`config.mk`:
```
export PLATFORM = sky130hd
export DESIGN_NAME = load_store_unit
export DESIGN_NICKNAME = d
export VERILOG_FILES = /design/src/rtl/load_store_unit.sv
export SDC_FILE = /design/constraint.sdc
export NUM_CORES = 1
export LEC_CHECK = 0
export BUFFER_PORTS_ARGS = -buffer_cell sky130_fd_sc_hd__buf_2
export CORE_UTILIZATION = 55
export CTS_BUF_LIST = sky130_fd_sc_hd__clkbuf_2 sky130_fd_sc_hd__clkbuf_4 sky130_fd_sc_hd__clkbuf_8
export DETAILED_ROUTE_END_ITERATION = 8
export GPL_TIMING_DRIVEN = 1
export HOLD_SLACK_MARGIN = 0.08
export PLACE_DENSITY = 0.87
export SLEW_MARGIN = 20
export SYNTH_ARGS = -nofsm -noshare
export SYNTH_HDL_FRONTEND = slang
export SYNTH_SLANG_ARGS = --single-unit
```
`constraint.sdc`:
```
create_clock -name clk -period 5.5 [get_ports clk]
set_clock_uncertainty 0.1 [all_clocks]
set_input_delay 0.55 -clock clk [delete_from_list [all_inputs] [get_ports clk]]
set_output_delay 0.55 -clock clk [all_outputs]
set_load 0.02 [all_outputs]
```
`src/rtl/load_store_unit.sv`:
```
// Load/store unit: registers one CPU data request, checks it, and runs
// LB/LH/LW/LBU/LHU or SB/SH/SW against a word-wide memory (RMW for SB/SH).
// Ports: clk, reset (async, active-low), req_* request handshake,
//        resp_* one-cycle completion, mem_* word-indexed memory port.
module load_store_unit #(
    parameter int MEM_WORDS = 1024
) (
    input  logic        clk,
    input  logic        reset,
    input  logic        req_valid,
    output logic        req_ready,
    input  logic        req_we,
    input  logic [2:0]  req_funct3,
    input  logic [31:0] req_addr,
    input  logic [31:0] req_wdata,
    output logic        resp_valid,
    output logic [31:0] resp_rdata,
    output logic        resp_err,
    output logic [31:0] mem_addr,
    output logic [31:0] mem_wdata,
    output logic        mem_we,
    input  logic [31:0] mem_rdata
);

    localparam logic [2:0] IDLE   = 3'd0;
    localparam logic [2:0] LOAD   = 3'd1;
    localparam logic [2:0] RMW_RD = 3'd2;
    localparam logic [2:0] STORE  = 3'd3;
    localparam logic [2:0] RESP   = 3'd4;

    localparam logic [31:0] WORDS = 32'(MEM_WORDS);

    logic [2:0]  state;
    logic        we_q;
    logic [2:0]  f3_q;
    logic [31:0] addr_q;
    logic [31:0] wdata_q;
    logic [31:0] rdata_q;
    logic        err_q;

    logic        bad_f3;
    logic        misalign;
    logic        out_range;
    logic        req_err;
    logic [7:0]  byte_sel;
    logic [15:0] half_sel;
    logic [31:0] load_val;
    logic [31:0] merged;
    logic        busy;

    // Request checks operate on the live inputs, since they are
    // evaluated at the accept edge together with the field capture.
    always_comb begin
        if (req_we)
            bad_f3 = req_funct3[2] | (req_funct3[1:0] == 2'b11);
        else
            bad_f3 = req_funct3[1] & (req_funct3[0] | req_funct3[2]);
        misalign = ((req_funct3[1:0] == 2'b01) & req_addr[0])
                 | ((req_funct3[1:0] == 2'b10) & (req_addr[1:0] != 2'b00));
        out_range = {2'b00, req_addr[31:2]} >= WORDS;
        req_err = bad_f3 | misalign | out_range;
    end

    always_comb begin
        byte_sel = 8'h00;
        unique case (addr_q[1:0])
            2'd0: byte_sel = mem_rdata[7:0];
            2'd1: byte_sel = mem_rdata[15:8];
            2'd2: byte_sel = mem_rdata[23:16];
            2'd3: byte_sel = mem_rdata[31:24];
        endcase
        half_sel = addr_q[1] ? mem_rdata[31:16] : mem_rdata[15:0];

        load_val = mem_rdata;
        case (f3_q)
            3'b000: load_val = {{24{byte_sel[7]}}, byte_sel};
            3'b001: load_val = {{16{half_sel[15]}}, half_sel};
            3'b100: load_val = {24'h0, byte_sel};
            3'b101: load_val = {16'h0, half_sel};
            default: load_val = mem_rdata;
        endcase

        // Sub-word store: replace only the addressed lane of the old word.
        merged = mem_rdata;
        if (f3_q[1:0] == 2'b00) begin
            unique case (addr_q[1:0])
                2'd0: merged[7:0]   = wdata_q[7:0];
                2'd1: merged[15:8]  = wdata_q[7:0];
                2'd2: merged[23:16] = wdata_q[7:0];
                2'd3: merged[31:24] = wdata_q[7:0];
            endcase
        end else begin
            if (addr_q[1])
                merged[31:16] = wdata_q[15:0];
            else
                merged[15:0] = wdata_q[15:0];
        end
    end

    always_ff @(posedge clk or negedge reset) begin
        if (!reset) begin
            state   <= IDLE;
            we_q    <= 1'b0;
            f3_q    <= 3'b000;
            addr_q  <= 32'h0;
            wdata_q <= 32'h0;
            rdata_q <= 32'h0;
            err_q   <= 1'b0;
        end else begin
            unique case (state)
                IDLE: begin
                    if (req_valid) begin
                        we_q    <= req_we;
                        f3_q    <= req_funct3;
                        addr_q  <= req_addr;
                        wdata_q <= req_wdata;
                        rdata_q <= 32'h0;
                        err_q   <= req_err;
                        if (req_err)
                            state <= RESP;
                        else if (!req_we)
                            state <= LOAD;
                        else if (req_funct3[1:0] == 2'b10)
                            state <= STORE;
                        else
                            state <= RMW_RD;
                    end
                end
                LOAD: begin
                    rdata_q <= load_val;
                    state   <= RESP;
                end
                RMW_RD: begin
                    wdata_q <= merged;
                    state   <= STORE;
                end
                STORE: state <= RESP;
                RESP:  state <= IDLE;
                default: state <= IDLE;
            endcase
        end
    end

    assign busy       = state != IDLE;
    assign req_ready  = state == IDLE;
    assign mem_addr   = busy ? {2'b00, addr_q[31:2]} : 32'h0;
    assign mem_wdata  = busy ? wdata_q : 32'h0;
    assign mem_we     = state == STORE;
    assign resp_valid = state == RESP;
    assign resp_rdata = resp_valid ? rdata_q : 32'h0;
    assign resp_err   = resp_valid & err_q;

endmodule

```
==> qor.txt, run 1 <==
Status: complete, no violations
Setup crit end kind: primary output
Worst-margin pin slew: 1060 ps
Die ar.: 11000 um2
Die Y-Extent: 105 um
Commonest non-fill, non-tap cell in the layout: buf_2
Share of layout cells above drive strength 1: 0.388
Worst reg-to-reg path cell count: 4
Sequential fraction of the synthesis area: 0.444
Overall Global Routing Usage: 0.303
Setup CP Type: reg -> out
Antenna violations before repair: 1
Final net count: 848
HP Class: in -> reg
Largest net degree at the start of global routing: 72
Synth Flop Type: dfrtp_1
Setup ws final: 2370 ps
Slew headroom: 0.289
CTS Buf Count: 9
I/O Buffers: 200
CTS Hold Buffers Added: 1
Clock root cell: clkbuf_8
RSZ-0062 raised after global routing: false
Average cell area after synthesis: 10.1 um2
Vias in the first global route: 5008
Synth Register Bits: 103
Layout Utilization: 0.685
Hold Vio Cnt, Final: 0
CTS resizes: 0
ANT cells: 0
Initial Util: 0.564
Mapped cell area: 5800 um2
Slew Limit Fails: 0
Max-cap violations: 0
Routed len/inst: 18.3 um
Clock sink total: 103
Vias per Instance: 5.84
Htree depth: 3
Placed Cells: 869
Drt initial violations: 336
Netlist cell types: 51
Pleak: 3.43 nW
CP max FO: 42
Core area: 10300 um2
CP startpoint kind: flip-flop
# setup viols final: 0
Final setup TNS: 0 ps
TritonCTS clock tree: done
Io pins: 203
Asr flop ratio synth: 1.00
Worst-path clk slew: 120 ps
Antenna violation net count after detailed routing: 0
Worst VDD drop: 0.000160 V
Fin cells: 886
# DRC: 0
Rows: 37
First-pass GRT wire length: 26100 um
Overflow after GRT: 0
Crit path DAT: 2480 ps
GP Congestion: 0.894
PD cells: 260 nW/um2
WHS Path Cells: 2
Max Freq: 320 MHz
Maximum clock insertion buffer count: 2
Die width: 105 um
Synthesis-to-layout area growth: 21.4%
Final period util: 0.569
Post-CTS setup repair buffer count: 0
Dpl ws: 2790 ps
Worst skew pair latency: 390 ps
Tmin final: 3130 ps
Post-detail-place hpwl: 12200 um
Post-synth EDFFs: 0
DR pass1 iterations: 5
Syn. warnings: 0
Post-Route WL: 16200 um
Required @ worst endpoint: 4850 ps
Via count: 5173
Commonest cells after routing, fill and taps aside: buf_2 (199), dfrtp_1 (103), nor2b_1 (73)
Pwr Total: 0.00183 W
Synthesized netlist cell count: 574
[final timing paths]
check	from	to	slack, ps
setup / recovery	state[0]$_DFFE_PN0P_	mem_wdata[6]	2370
hold / removal	req_addr[10]	addr_q[10]$_DFFE_PN0P_	300
setup reg to reg	addr_q[1]$_DFFE_PN0P_	wdata_q[3]$_DFFE_PN0P_	2750
hold reg to reg	rdata_q[1]$_DFFE_PN0P_	rdata_q[1]$_DFFE_PN0P_	390
max in group asynchronous	reset	wdata_q[1]$_DFFE_PN0P_	3510
min in group asynchronous	reset	rdata_q[20]$_DFFE_PN0P_	540
[worst max-delay path, cell delays in order (launching register included)]
cell     delay (ps)
dfrtp_1         510
or2_2           390
nor2_4          410
buf_4           450
nor2b_1         120
buf_2           180
[routing by layer]
metal	global-route usage	share of wire	vias up
met2	0.482	0.47	248
met1	0.405	0.42	2505
met5	0	0	-
met4	0.107	0.022	0
met3	0.0736	0.085	32
li1	-	-	2388
[flip-flops by register name, summed over array words and instances (netlist names)]
register / cells
addr_q: 32
rdata_q: 32
wdata_q: 32
f3_q: 3
state: 3
err_q: 1
[area by class of cell]
cell class | instances | area [um2]
fill | 824 | 3230
clock buffer | 9 | 124
tap | 136 | 170
inverter | 4 | 15.0
clock inverter | 7 | 71.3
multi-input combinational | 419 | 3020
timing repair buffer | 208 | 1070
sequential | 103 | 2580
[cells in the mapped netlist, types with 6 or more instances]
cell	n	area share
clkbuf_1	25	0.016
nand2b_1	9	0.0097
a21bo_2	6	0.010
a211oi_1	17	0.022
mux2_2	38	0.074
nor2_1	26	0.017
o21ai_0	34	0.029
and2_1	39	0.042
a211o_1	6	0.0091
nor2b_1	73	0.079
dfrtp_1	103	0.44
mux2i_1	22	0.038
buf_2	17	0.015
a31oi_1	6	0.0065
o22ai_1	7	0.0075
a32o_1	7	0.012
a221o_1	19	0.033
a21oi_1	23	0.020
nand2_1	32	0.021
a21o_1	8	0.010
[through the flow]
step	hold WS, ps	instance area (um2)
after floorplan	154	5800
after detailed placement	365	6840
after global placement	357	6830
final	296	7040
after CTS	296	7040
after global routing	288	7040
[power by group]
part           leakage (nW)  internal (W)  switching, W
combinational          2.04      0.000204      0.000254
sequential             1.29      0.000826     0.0000730
clock                0.0999      0.000179      0.000297
[logic make-up after synthesis]
group           synth area share
buf+inv                   0.0438
mux                        0.116
other cells             0.000646
flops                      0.444
compound gates             0.191
simple gates               0.204
(Power assumes the default switching activity.)
==> inputs of run 2 (changes only) <==
--- a/config.mk
+++ b/config.mk
@@ -5,13 +5,14 @@
 export SDC_FILE = /design/constraint.sdc
 export NUM_CORES = 1
 export LEC_CHECK = 0
+export ABC_AREA = 1
 export BUFFER_PORTS_ARGS = -buffer_cell sky130_fd_sc_hd__buf_2
-export CORE_UTILIZATION = 55
+export CORE_UTILIZATION = 53
 export CTS_BUF_LIST = sky130_fd_sc_hd__clkbuf_2 sky130_fd_sc_hd__clkbuf_4 sky130_fd_sc_hd__clkbuf_8
 export DETAILED_ROUTE_END_ITERATION = 8
 export GPL_TIMING_DRIVEN = 1
 export HOLD_SLACK_MARGIN = 0.08
-export PLACE_DENSITY = 0.87
+export PLACE_DENSITY = 0.83
 export SLEW_MARGIN = 20
 export SYNTH_ARGS = -nofsm -noshare
 export SYNTH_HDL_FRONTEND = slang
==> constraint.sdc (replaced) <==
create_clock -name clk -period 2.91 [get_ports clk]
set_clock_uncertainty 0.1 [all_clocks]
set_input_delay 0.291 -clock clk [delete_from_list [all_inputs] [get_ports clk]]
set_output_delay 0.291 -clock clk [all_outputs]
set_load 0.02 [all_outputs]
==> run 2 against run 1 <==
Effect of this change:
- synthesized cell count up 61%
- clock power is 120% higher
- global-route usage grew 4.7 points
- cell area grew 12%
- power grew to 3.7 times the previous value
- non-clock buffer count increased by 42
- critical endpoint is now mem_addr[18]
- combinational power increased to 7.8 times the previous value
==> qor.txt, run 2 <==
Status: complete, no violations (unchanged)
Cell chain of the critical path: nor2_4 > nand2_2 > inv_2 > buf_4 > nor2_1 > buf_2 (was or2_2 > nor2_4 > buf_4 > nor2b_1 > buf_2)
Worst skew pair latency: 380 ps (was 390 ps)
Io pins: 203 (unchanged)
PD cells: 867 nW/um2 (was 260 nW/um2)
Vias per Instance: 5.38 (was 5.84)
Worst-path clk slew: 100 ps (was 120 ps)
Die ar.: 12100 um2 (was 11000 um2)
Mapped cell area: 6200 um2 (was 5800 um2)
CTS Buf Count: 9 (unchanged)
Synthesized netlist cell count: 926 (was 574)
Antenna violation net count after detailed routing: 0 (unchanged)
CTS Hold Buffers Added: 38 (was 1)
Routed len/inst: 15.9 um (was 18.3 um)
HP Class: in -> reg (unchanged)
Layout Utilization: 0.689 (was 0.685)
Top cell family by delay on the critical path: buffers and inverters (was simple AND/OR/NAND/NOR gates)
CP max FO: 31 (was 42)
Worst-margin pin slew: 650 ps (was 1060 ps)
Average cell area after synthesis: 6.69 um2 (was 10.1 um2)
First-pass GRT wire length: 31800 um (was 26100 um)
Post-CTS setup repair buffer count: 0 (unchanged)
Final net count: 1245 (was 848)
Via count: 6951 (was 5173)
Critical path buffers and inverters: 3 (was 2)
Slew headroom: 0.567 (was 0.289)
Max-cap violations: 0 (unchanged)
Tmin final: 2520 ps
Worst VDD drop: 0.000553 V (was 0.000160 V)
Core area: 11400 um2 (was 10300 um2)
RSZ-0062 raised after global routing: false (unchanged)
Final setup TNS: 0 ps (unchanged)
Clock root cell: clkbuf_8 (unchanged)
Fin Hold WS: 88.3 ps (was 296 ps)
Register Area: 2580 um2 (unchanged)
Initial Util: 0.543 (was 0.564)
Asr flop ratio synth: 1.00 (unchanged)
Max Freq: 397 MHz
Top post-synthesis cells by area: dfrtp_1 (42%), nand2_1 (14%), o21ai_0 (9.2%) (was dfrtp_1 (44%), nor2b_1 (7.9%), mux2_2 (7.4%))
Setup ws final: 388 ps (was 2370 ps)
Post-detail-place hpwl: 14600 um (was 12200 um)
# setup viols final: 0 (unchanged)
Htree depth: 3 (unchanged)
Post-synth EDFFs: 0 (unchanged)
CTS resizes: 0 (unchanged)
Netlist cell types: 32 (was 51)
Largest net degree at the start of global routing: 59 (was 72)
Slew Limit Fails: 0 (unchanged)
Maximum clock insertion buffer count: 2 (unchanged)
Die width: 110 um (was 105 um)
Syn. warnings: 0 (unchanged)
Crit path DAT: 2130 ps (was 2480 ps)
Synth area leader: dfrtp_1 (unchanged)
Dpl ws: 779 ps (was 2790 ps)
Hold Vio Cnt, Final: 0 (unchanged)
Commonest non-fill, non-tap cell in the layout: nand2_1 (was buf_2)
Synth top area share: 0.416 (was 0.444)
Drt initial violations: 615 (was 336)
CP startpoint kind: flip-flop (unchanged)
Sequential fraction of the synthesis area: 0.416 (was 0.444)
Pleak: 4.29 nW (was 3.43 nW)
Post-synth top cells: nand2_1 (229), inv_1 (144), nor2_1 (144), o21ai_0 (114), dfrtp_1 (103) (was dfrtp_1 (103), nor2b_1 (73), and2_1 (39), mux2_2 (38), o21ai_0 (34))
Setup crit end kind: primary output (unchanged)
Required @ worst endpoint: 2520 ps (was 4850 ps)
Rows: 39 (was 37)
Largest regs: addr_q (32), rdata_q (32), wdata_q (32) (unchanged)
Share of layout cells above drive strength 1: 0.218 (was 0.388)
# DRC: 0 (unchanged)
Overflow after GRT: 0 (unchanged)
Vias in the first global route: 6408 (was 5008)
Multi-input gate area: 2830 um2 (was 3020 um2)
Slowest-stage cell, CP: inv_2 (was dfrtp_1)
Setup CP Type: reg -> out (unchanged)
Final period util: 0.867
Fill cells: 960 (was 824)
Post-Route WL: 20500 um (was 16200 um)
Antenna violations before repair: 2 (was 1)
Synthesis-to-layout area growth: 27.0% (was 21.4%)
Overall Global Routing Usage: 0.350 (was 0.303)
DR pass1 iterations: 5 (unchanged)
I/O Buffers: 200 (unchanged)
TritonCTS clock tree: done (unchanged)
Clock sink total: 103 (unchanged)
GP Congestion: 0.975 (was 0.894)
Count leader, synth: nand2_1 (was dfrtp_1)
Synth Flop Type: dfrtp_1 (unchanged)
Synth Register Bits: 103 (unchanged)
CP peak stage delay: 440 ps (was 510 ps)
Die Y-Extent: 110 um (was 105 um)
Commonest cells after routing, fill and taps aside: nand2_1 (229), buf_2 (199), inv_1 (144), nor2_1 (144), o21ai_0 (114) (was buf_2 (199), dfrtp_1 (103), nor2b_1 (73))
==> run 2: stage by stage <==
stage / cell area (um2) / power, W / cells
6_report: 7870 / 0.00682 / 1291
5_1_grt: 7870 / 0.00728 / 1290
4_1_cts: 7860 / 0.00673 / 1289
3_5_place_dp: 7260 / 0.00567 / 1236
3_3_place_gp: 7260 / 0.00562 / 1236
2_1_floorplan: 6200 / 0.00461 / 927
==> run 2: power breakdown <==
part	internal [W]	total, W	leakage [nW]	switching [W]
clock	0.000506	0.00103	0.112	0.000519
sequential	0.00190	0.00225	1.32	0.000344
combinational	0.00104	0.00355	2.85	0.00251
==> run 2: path summary, 6_finish.rpt <==
check                                         from                 endpoint  slack [ps]  depth (start not counted)
setup / recovery              state[2]$_DFFE_PN0P_             mem_addr[18]         390                          6
hold / removal                       req_wdata[25]  wdata_q[25]$_DFFE_PN0P_          90                          3
setup reg to reg             addr_q[1]$_DFFE_PN0P_   rdata_q[2]$_DFFE_PN0P_         660                          6
hold reg to reg            rdata_q[10]$_DFFE_PN0P_  rdata_q[10]$_DFFE_PN0P_         390                          2
max in group asynchronous                    reset   wdata_q[7]$_DFFE_PN0P_        1610                          3
min in group asynchronous                    reset  rdata_q[27]$_DFFE_PN0P_         380                          2
==> run 2: logic make-up after synthesis <==
family          Yosys count  share of synthesized area
compound gates          217                      0.189
buf+inv                 198                      0.128
flops                   103                      0.416
other cells               1                   0.000605
simple gates            407                      0.266
==> run 2: layer usage <==
layer	GRT usage	wire length [um]	part of all wire
met5	0	0	0
met4	0.211	1240	0.060
met3	0.0682	1760	0.086
met2	0.541	9110	0.44
met1	0.455	8370	0.41
==> run 2: layout make-up <==
type,count,share of cell area
Timing Repair Buffer,250,0.189
Clock buffer,10,0.0175
Multi-Input combinational cell,626,0.360
Inverter,152,0.0725
Tap cell,143,0.0227
Clock inverter,5,0.0105
Antenna cell,2,0.000636
Sequential cell,103,0.328
==> run 2: worst reg2reg max path, delay by kind of cell, from the launching register on <==
kind	cells	cell delay, ps
AO/OA/AOI/OAI	3	430
buffers and inverters	1	410
flip-flops	1	710
AND/OR/NAND/NOR	2	530
